===== src/rtl/vga_rx_monitor.sv =====
// Receive-side VGA timing monitor: checks sampled Hsync/Vsync against a fixed
// raster, locks after consecutive clean frames and recovers pixel position/colour.
module vga_rx_monitor #(
    parameter int H_TOTAL     = 800,
    parameter int H_SYNC      = 96,
    parameter int H_START     = 144,
    parameter int H_DISP      = 640,
    parameter int V_TOTAL     = 525,
    parameter int V_START     = 35,
    parameter int V_DISP      = 480,
    parameter int LOCK_FRAMES = 2
) (
    input  logic       clk,
    input  logic       reset,
    input  logic       pix_tick,
    input  logic       Hsync,
    input  logic       Vsync,
    input  logic [3:0] Red,
    input  logic [3:0] Green,
    input  logic [3:0] Blue,
    output logic       locked,
    output logic       pix_valid,
    output logic [9:0] pix_x,
    output logic [9:0] pix_y,
    output logic [2:0] rgb,
    output logic [9:0] line_len,
    output logic [7:0] frame_count,
    output logic [7:0] err_count
);

    localparam logic [1:0] SEARCH = 2'd0;
    localparam logic [1:0] ALIGN  = 2'd1;
    localparam logic [1:0] LOCKED = 2'd2;

    localparam logic [9:0]  H_TOTAL_W = 10'(H_TOTAL);
    localparam logic [6:0]  H_SYNC_W  = 7'(H_SYNC);
    localparam logic [9:0]  H_LO      = 10'(H_START);
    localparam logic [9:0]  H_HI      = 10'(H_START + H_DISP);
    localparam logic [10:0] V_TOTAL_W = 11'(V_TOTAL);
    localparam logic [9:0]  V_LO      = 10'(V_START);
    localparam logic [9:0]  V_HI      = 10'(V_START + V_DISP);
    localparam logic [7:0]  LOCK_W    = 8'(LOCK_FRAMES);
    localparam logic [9:0]  CNT_MAX   = '1;
    localparam logic [6:0]  LOW_MAX   = '1;

    // Registered history: previous Hsync sample and Vsync seen at the last line edge
    logic       hs_q;
    logic       vs_line_q;
    logic [9:0] h_cnt;
    logic [9:0] v_cnt;
    logic [6:0] hs_low;
    logic [1:0] state;
    logic [7:0] good;
    logic       bad;

    logic       hs_fall;
    logic       hs_rise;
    logic       frame_start;
    logic [9:0] h_next;
    logic [9:0] v_next;
    logic [9:0] len_meas;
    logic [6:0] hs_low_next;
    logic       ovf_err;
    logic       len_err;
    logic       width_err;
    logic       line_fault;
    logic       lines_ok;
    logic [7:0] good_inc;
    logic [1:0] state_next;
    logic [7:0] good_next;
    logic       bad_next;
    logic [7:0] frame_next;
    logic [7:0] err_next;
    logic       in_window;
    logic [9:0] px_next;
    logic [9:0] py_next;
    logic [2:0] rgb_next;

    // Only the colour MSBs are recovered
    logic unused_low_bits;
    assign unused_low_bits = ^{Red[2:0], Green[2:0], Blue[2:0]};

    always_comb begin
        hs_fall     = hs_q & ~Hsync;
        hs_rise     = ~hs_q & Hsync;
        frame_start = hs_fall & ~Vsync & vs_line_q;

        len_meas = h_cnt + 10'd1;
        ovf_err  = 1'b0;
        if (hs_fall) begin
            h_next = '0;
        end else if (h_cnt == CNT_MAX) begin
            h_next = h_cnt;
        end else begin
            h_next  = h_cnt + 10'd1;
            ovf_err = (h_cnt == CNT_MAX - 10'd1);
        end

        if (!Hsync) begin
            if (hs_fall)
                hs_low_next = 7'd1;
            else if (hs_low == LOW_MAX)
                hs_low_next = hs_low;
            else
                hs_low_next = hs_low + 7'd1;
        end else begin
            hs_low_next = '0;
        end

        len_err    = hs_fall & (len_meas != H_TOTAL_W);
        width_err  = hs_rise & (hs_low != H_SYNC_W);
        line_fault = len_err | width_err | ovf_err;
        lines_ok   = ({1'b0, v_cnt} + 11'd1) == V_TOTAL_W;

        if (hs_fall) begin
            if (frame_start)
                v_next = '0;
            else if (v_cnt == CNT_MAX)
                v_next = v_cnt;
            else
                v_next = v_cnt + 10'd1;
        end else begin
            v_next = v_cnt;
        end
    end

    always_comb begin
        state_next = state;
        good_next  = good;
        bad_next   = bad;
        frame_next = frame_count;
        err_next   = err_count;
        good_inc   = good + 8'd1;
        case (state)
            SEARCH: begin
                if (frame_start) begin
                    state_next = ALIGN;
                    good_next  = '0;
                    bad_next   = 1'b0;
                end
            end
            ALIGN: begin
                bad_next = bad | line_fault;
                // The line closed by this edge belongs to the frame being judged
                if (frame_start) begin
                    bad_next = 1'b0;
                    if (!(bad | line_fault) && lines_ok) begin
                        good_next = good_inc;
                        if (good_inc >= LOCK_W)
                            state_next = LOCKED;
                    end else begin
                        good_next = '0;
                    end
                end
            end
            LOCKED: begin
                if (line_fault | (frame_start & ~lines_ok)) begin
                    state_next = SEARCH;
                    if (err_count != 8'hFF)
                        err_next = err_count + 8'd1;
                end else if (frame_start) begin
                    frame_next = frame_count + 8'd1;
                end
            end
            default: state_next = SEARCH;
        endcase
    end

    always_comb begin
        in_window = (state_next == LOCKED) &&
                    (h_next >= H_LO) && (h_next < H_HI) &&
                    (v_next >= V_LO) && (v_next < V_HI);
        px_next  = '0;
        py_next  = '0;
        rgb_next = '0;
        if (in_window) begin
            px_next  = h_next - H_LO;
            py_next  = v_next - V_LO;
            rgb_next = {Red[3], Green[3], Blue[3]};
        end
    end

    always_ff @(posedge clk) begin
        if (reset) begin
            hs_q        <= 1'b1;
            vs_line_q   <= 1'b1;
            h_cnt       <= '0;
            v_cnt       <= '0;
            hs_low      <= '0;
            state       <= SEARCH;
            good        <= '0;
            bad         <= 1'b0;
            locked      <= 1'b0;
            pix_valid   <= 1'b0;
            pix_x       <= '0;
            pix_y       <= '0;
            rgb         <= '0;
            line_len    <= '0;
            frame_count <= '0;
            err_count   <= '0;
        end else if (pix_tick) begin
            hs_q   <= Hsync;
            h_cnt  <= h_next;
            v_cnt  <= v_next;
            hs_low <= hs_low_next;
            if (hs_fall) begin
                vs_line_q <= Vsync;
                line_len  <= len_meas;
            end
            state       <= state_next;
            good        <= good_next;
            bad         <= bad_next;
            locked      <= (state_next == LOCKED);
            pix_valid   <= in_window;
            pix_x       <= px_next;
            pix_y       <= py_next;
            rgb         <= rgb_next;
            frame_count <= frame_next;
            err_count   <= err_next;
        end
    end

endmodule


===== config.mk =====
export PLATFORM = sky130hd
export DESIGN_NAME = vga_rx_monitor
export DESIGN_NICKNAME = d
export VERILOG_FILES = /design/src/rtl/vga_rx_monitor.sv
export SDC_FILE = /design/constraint.sdc
export NUM_CORES = 1
export LEC_CHECK = 0
export CAP_MARGIN = 20
export CORE_AREA = 2 2 139 141
export DETAILED_ROUTE_END_ITERATION = 8
export DIE_AREA = 0 0 141 143
export HOLD_SLACK_MARGIN = 0.12
export PLACE_DENSITY = 0.5
export SYNTH_ARGS = -nofsm -noshare
export SYNTH_HDL_FRONTEND = slang
export SYNTH_SLANG_ARGS = --single-unit

===== constraint.sdc =====
create_clock -name clk -period 3.9 [get_ports clk]
set_input_delay 0.78 -clock clk [delete_from_list [all_inputs] [get_ports clk]]
set_output_delay 0.78 -clock clk [all_outputs]
set_load 0.01 [all_outputs]

==> impl_metrics.env <==
export IMPL_grt_pass1_wl_um=23600
export IMPL_hold_path_end="pix_valid$_SDFFE_PP0P_"
export IMPL_top_layer="met4"
export IMPL_clock_latency_ns=0.35
export IMPL_wire_per_inst_um=14.9
export IMPL_ir_drop_uv=194
export IMPL_dpl_cell_area_mm2=0.00631
export IMPL_powerDensity_mw_per_mm2=307
export IMPL_grt_usage_pct=14.4
export IMPL_clockBufferDepth=2
export IMPL_gp_congestion=0.848
export IMPL_cts_setup_buffers=0
export IMPL_cp_data_arrival_time_ns=3.71
export IMPL_firstDrtPassIters=5
export IMPL_path_cells="ha_1 > and3_1 > nand3_1 > a22o_1 > ha_1 > nor3_2 > and4_1 > o2111ai_4 > buf_12 > o31ai_1"
export IMPL_ctsResizeCount=0
export IMPL_outcome="finished, final reports clean"
export IMPL_vias=5094
export IMPL_r2r_setup_slack_ns=0.45
export IMPL_portBuffers=58
export IMPL_cp_common_cell="ha_1"
export IMPL_fmax_mhz=290
export IMPL_gr_total_overflow=0
export IMPL_cts_root_buf="clkbuf_16"
export IMPL_startpoint_type="flip-flop"
export IMPL_initial_utilization_pct=29.7
export IMPL_pin_count=68
export IMPL_cts_tree="yes"
export IMPL_fin_crit_ns=3.45
export IMPL_drv_slew=0
export IMPL_pwr_share_comb_pct=8.3
export IMPL_yosys_most_used_dff="dfxtp_1"
export IMPL_drv_cap=0
export IMPL_wl_met3_um=548
export IMPL_rr_endpoint="pix_x[7]$_SDFFE_PP0P_"
export IMPL_h_tree_depth=3
export IMPL_syn_area_mm2=0.00551
export IMPL_postSynthAreaPerCell_um2=7.97
export IMPL_diodes=0
export IMPL_grt_max_degree=34
export IMPL_p_seq_share_pct=47.2
export IMPL_synth_edf_count=0
export IMPL_rr_worst_depth=10
export IMPL_die_area_mm2=0.0202
export IMPL_vias_per_cell=5.27
export IMPL_crit_required_ns=4.16
export IMPL_syn_nets=722
export IMPL_cts_made_buffers=9
export IMPL_routed_wl_um=14400
export IMPL_core_mm2=0.0186
export IMPL_dieHeight_um=143
export IMPL_regToRegStartpoint="v_cnt[1]$_SDFFE_PP0P_"
export IMPL_fin_crit_sh_pct=88.5
export IMPL_path_class="reg2reg"
export IMPL_ys_types=71
export IMPL_maxSlewHeadroom_pct=56.0
export IMPL_layout_nets=758
export IMPL_swShare_pct=25.7
export IMPL_grt_pass1_vias=4603
export IMPL_hold_start="pix_valid$_SDFFE_PP0P_"
export IMPL_post_dp_hpwl_um=10300
export IMPL_synthToLayoutAreaGrowth_pct=19.9
export IMPL_drive_gt1_share_pct=10.6
export IMPL_hold_depth=2
export IMPL_syn_inst=692
export IMPL_antenna_found_initial=0
export IMPL_wl_met1_um=7020
export IMPL_final_setup_tns_ns=0
export IMPL_synth_seq_cells=91
export IMPL_final_common_cell="dfxtp_1"
export IMPL_finClkSkew_ns=0.00850
export IMPL_clkPwrFrac_pct=44.5
export IMPL_drc=0
export IMPL_clock_sinks=91
export IMPL_critPathCaptureType="flip-flop"
export IMPL_cp_slowest_stage_delay_ns=0.51
export IMPL_design_area_mm2=0.00661
export IMPL_p_sw_mw=0.521
export IMPL_p_leak_nw=2.27
export IMPL_worst_pin_slew_ns=0.656
export IMPL_worstHoldPathType="reg2reg"
export IMPL_most_common_layout_cells="dfxtp_1 (91), nand2_1 (83), nor2_1 (68)"
export IMPL_p_int_mw=1.51
export IMPL_routed_wl_met2_um=6650
export IMPL_postRouteAntennaNets=0
export IMPL_core_rowCount=50
export IMPL_die_x_um=141
export IMPL_synthArstFlopShare_pct=0
export IMPL_cp_max_fo=24
export IMPL_setup_viol=0
export IMPL_hold_buffers=0
export IMPL_ys_seq_area_share_pct=33.0
export IMPL_hold_viol=0
export IMPL_path_clk_slew_ns=0.07
export IMPL_drt_iter0_markers=325
export IMPL_synth_warning_count=0
export IMPL_crit_path_top_delay_cell="dfxtp_1"
export IMPL_rsz0062_at_grt="false"
## synth_stat cells, types with 4 or more instances
library cell / count / area [um2]
a31o_2: 5 / 43.8
o31ai_1: 8 / 60.1
a211oi_1: 16 / 120
o211ai_1: 6 / 45.0
mux2i_1: 9 / 90.1
dfxtp_1: 91 / 1820
nand2_1: 83 / 312
nand4_1: 12 / 75.1
a21oi_1: 43 / 215
nor3_1: 23 / 115
xor2_1: 11 / 96.3
o21ai_0: 30 / 150
nor2b_1: 9 / 56.3
a41oi_1: 4 / 35.0
nor2_1: 68 / 255
or3_1: 11 / 68.8
nor4_1: 4 / 25.0
buf_2: 17 / 85.1
nand2b_1: 5 / 31.3
inv_1: 21 / 78.8
a311oi_1: 5 / 43.8
nand3_1: 29 / 145
o22ai_1: 4 / 25.0
and2_1: 10 / 62.6
a31oi_1: 8 / 50.1
buf_6: 4 / 45.0
o21a_1: 7 / 52.6
ha_1: 13 / 163
clkbuf_1: 27 / 101
and3_1: 9 / 56.3
xnor2_1: 17 / 149
o31ai_2: 17 / 213
## sequential cells by signal, indices dropped and copies added, names as in the netlist
name         cells
bad              1
err_count        8
frame_count      8
good             8
h_cnt           10
hs_low           7
hs_q             1
line_len        10
locked           1
pix_valid        1
pix_x           10
pix_y           10
rgb              3
state            2
v_cnt           10
vs_line_q        1
## metal layers
metal  up-vias  GRT usage [%]
met5         -              0
met4         0           4.74
met3        16           2.85
met2       118           22.5
met1      2394           19.9
li1       2566              -
## cell type report
cell class	instances	area [um2]
clock buffers	9	225
clock inverters	7	76.3
fillers	1909	12000
inverters	21	78.8
multi-input cells	527	3350
flip-flops and latches	91	1820
well taps	234	293
repair buffers	78	763
## through the flow
| stage | utilization (%) | hold slack (ns) | std cells | setup slack [ns] | power (mW) |
|---|---|---|---|---|---|
| 6_report | 35.6 | 0.449 | 967 | 0.447 | 2.03 |
| 3_5_place_dp | 33.9 | 0.442 | 951 | 0.210 | 1.15 |
| 2_1_floorplan | - | 0.454 | 692 | 0.805 | 1.08 |
| 3_3_place_gp | 33.9 | 0.436 | 951 | 0.258 | 1.15 |
| 4_1_cts | 35.6 | 0.451 | 967 | 0.451 | 2.07 |
| 5_1_grt | 35.6 | 0.468 | 967 | 0.0934 | 2.12 |
## critical path, delay by kind of cell (launching register included)
kind | cells | cell delay, ns
buffers and inverters | 1 | 0.21
DFF | 1 | 0.51
adders and majority gates | 2 | 0.69
and+or+nand+nor | 4 | 1.25
AOI/OAI and AO/OA | 3 | 0.67
## worst max-delay path by stage
stage	slack, ns	to	startpoint
after floorplan	0.80	pix_x[0]$_SDFFE_PP0P_	h_cnt[1]$_SDFFE_PP0P_
after global placement	0.26	pix_y[9]$_SDFFE_PP0P_	Vsync
after detailed placement	0.21	pix_x[7]$_SDFFE_PP0P_	Vsync
after CTS	0.45	pix_x[7]$_SDFFE_PP0P_	v_cnt[1]$_SDFFE_PP0P_
after global routing	0.09	pix_y[9]$_SDFFE_PP0P_	v_cnt[0]$_SDFFE_PP0P_
final	0.45	pix_x[7]$_SDFFE_PP0P_	v_cnt[1]$_SDFFE_PP0P_
## power by group through the flow
stage	clock network (mW)	logic, mW	registers [mW]
after CTS	0.940	0.170	0.958
after global routing	0.971	0.186	0.960
after global placement	0	0.168	0.979
after floorplan	0	0.110	0.974
final	0.903	0.169	0.958
after detailed placement	0	0.169	0.980
## cell families (layout without fill, tap and decap cells)
kind of cell,after synthesis,after routing,synth area share (%)
AND/OR/NAND/NOR,291,291,26.3
AO/OA/AOI/OAI,183,183,24.8
flip-flops,91,91,33.0
buffers and inverters,74,115,6.17
XOR/XNOR,28,28,4.45
adder cells (fa/ha/maj),13,13,2.95
multiplexers,12,12,2.25
Note: power is estimated with default switching activity, not from simulation.
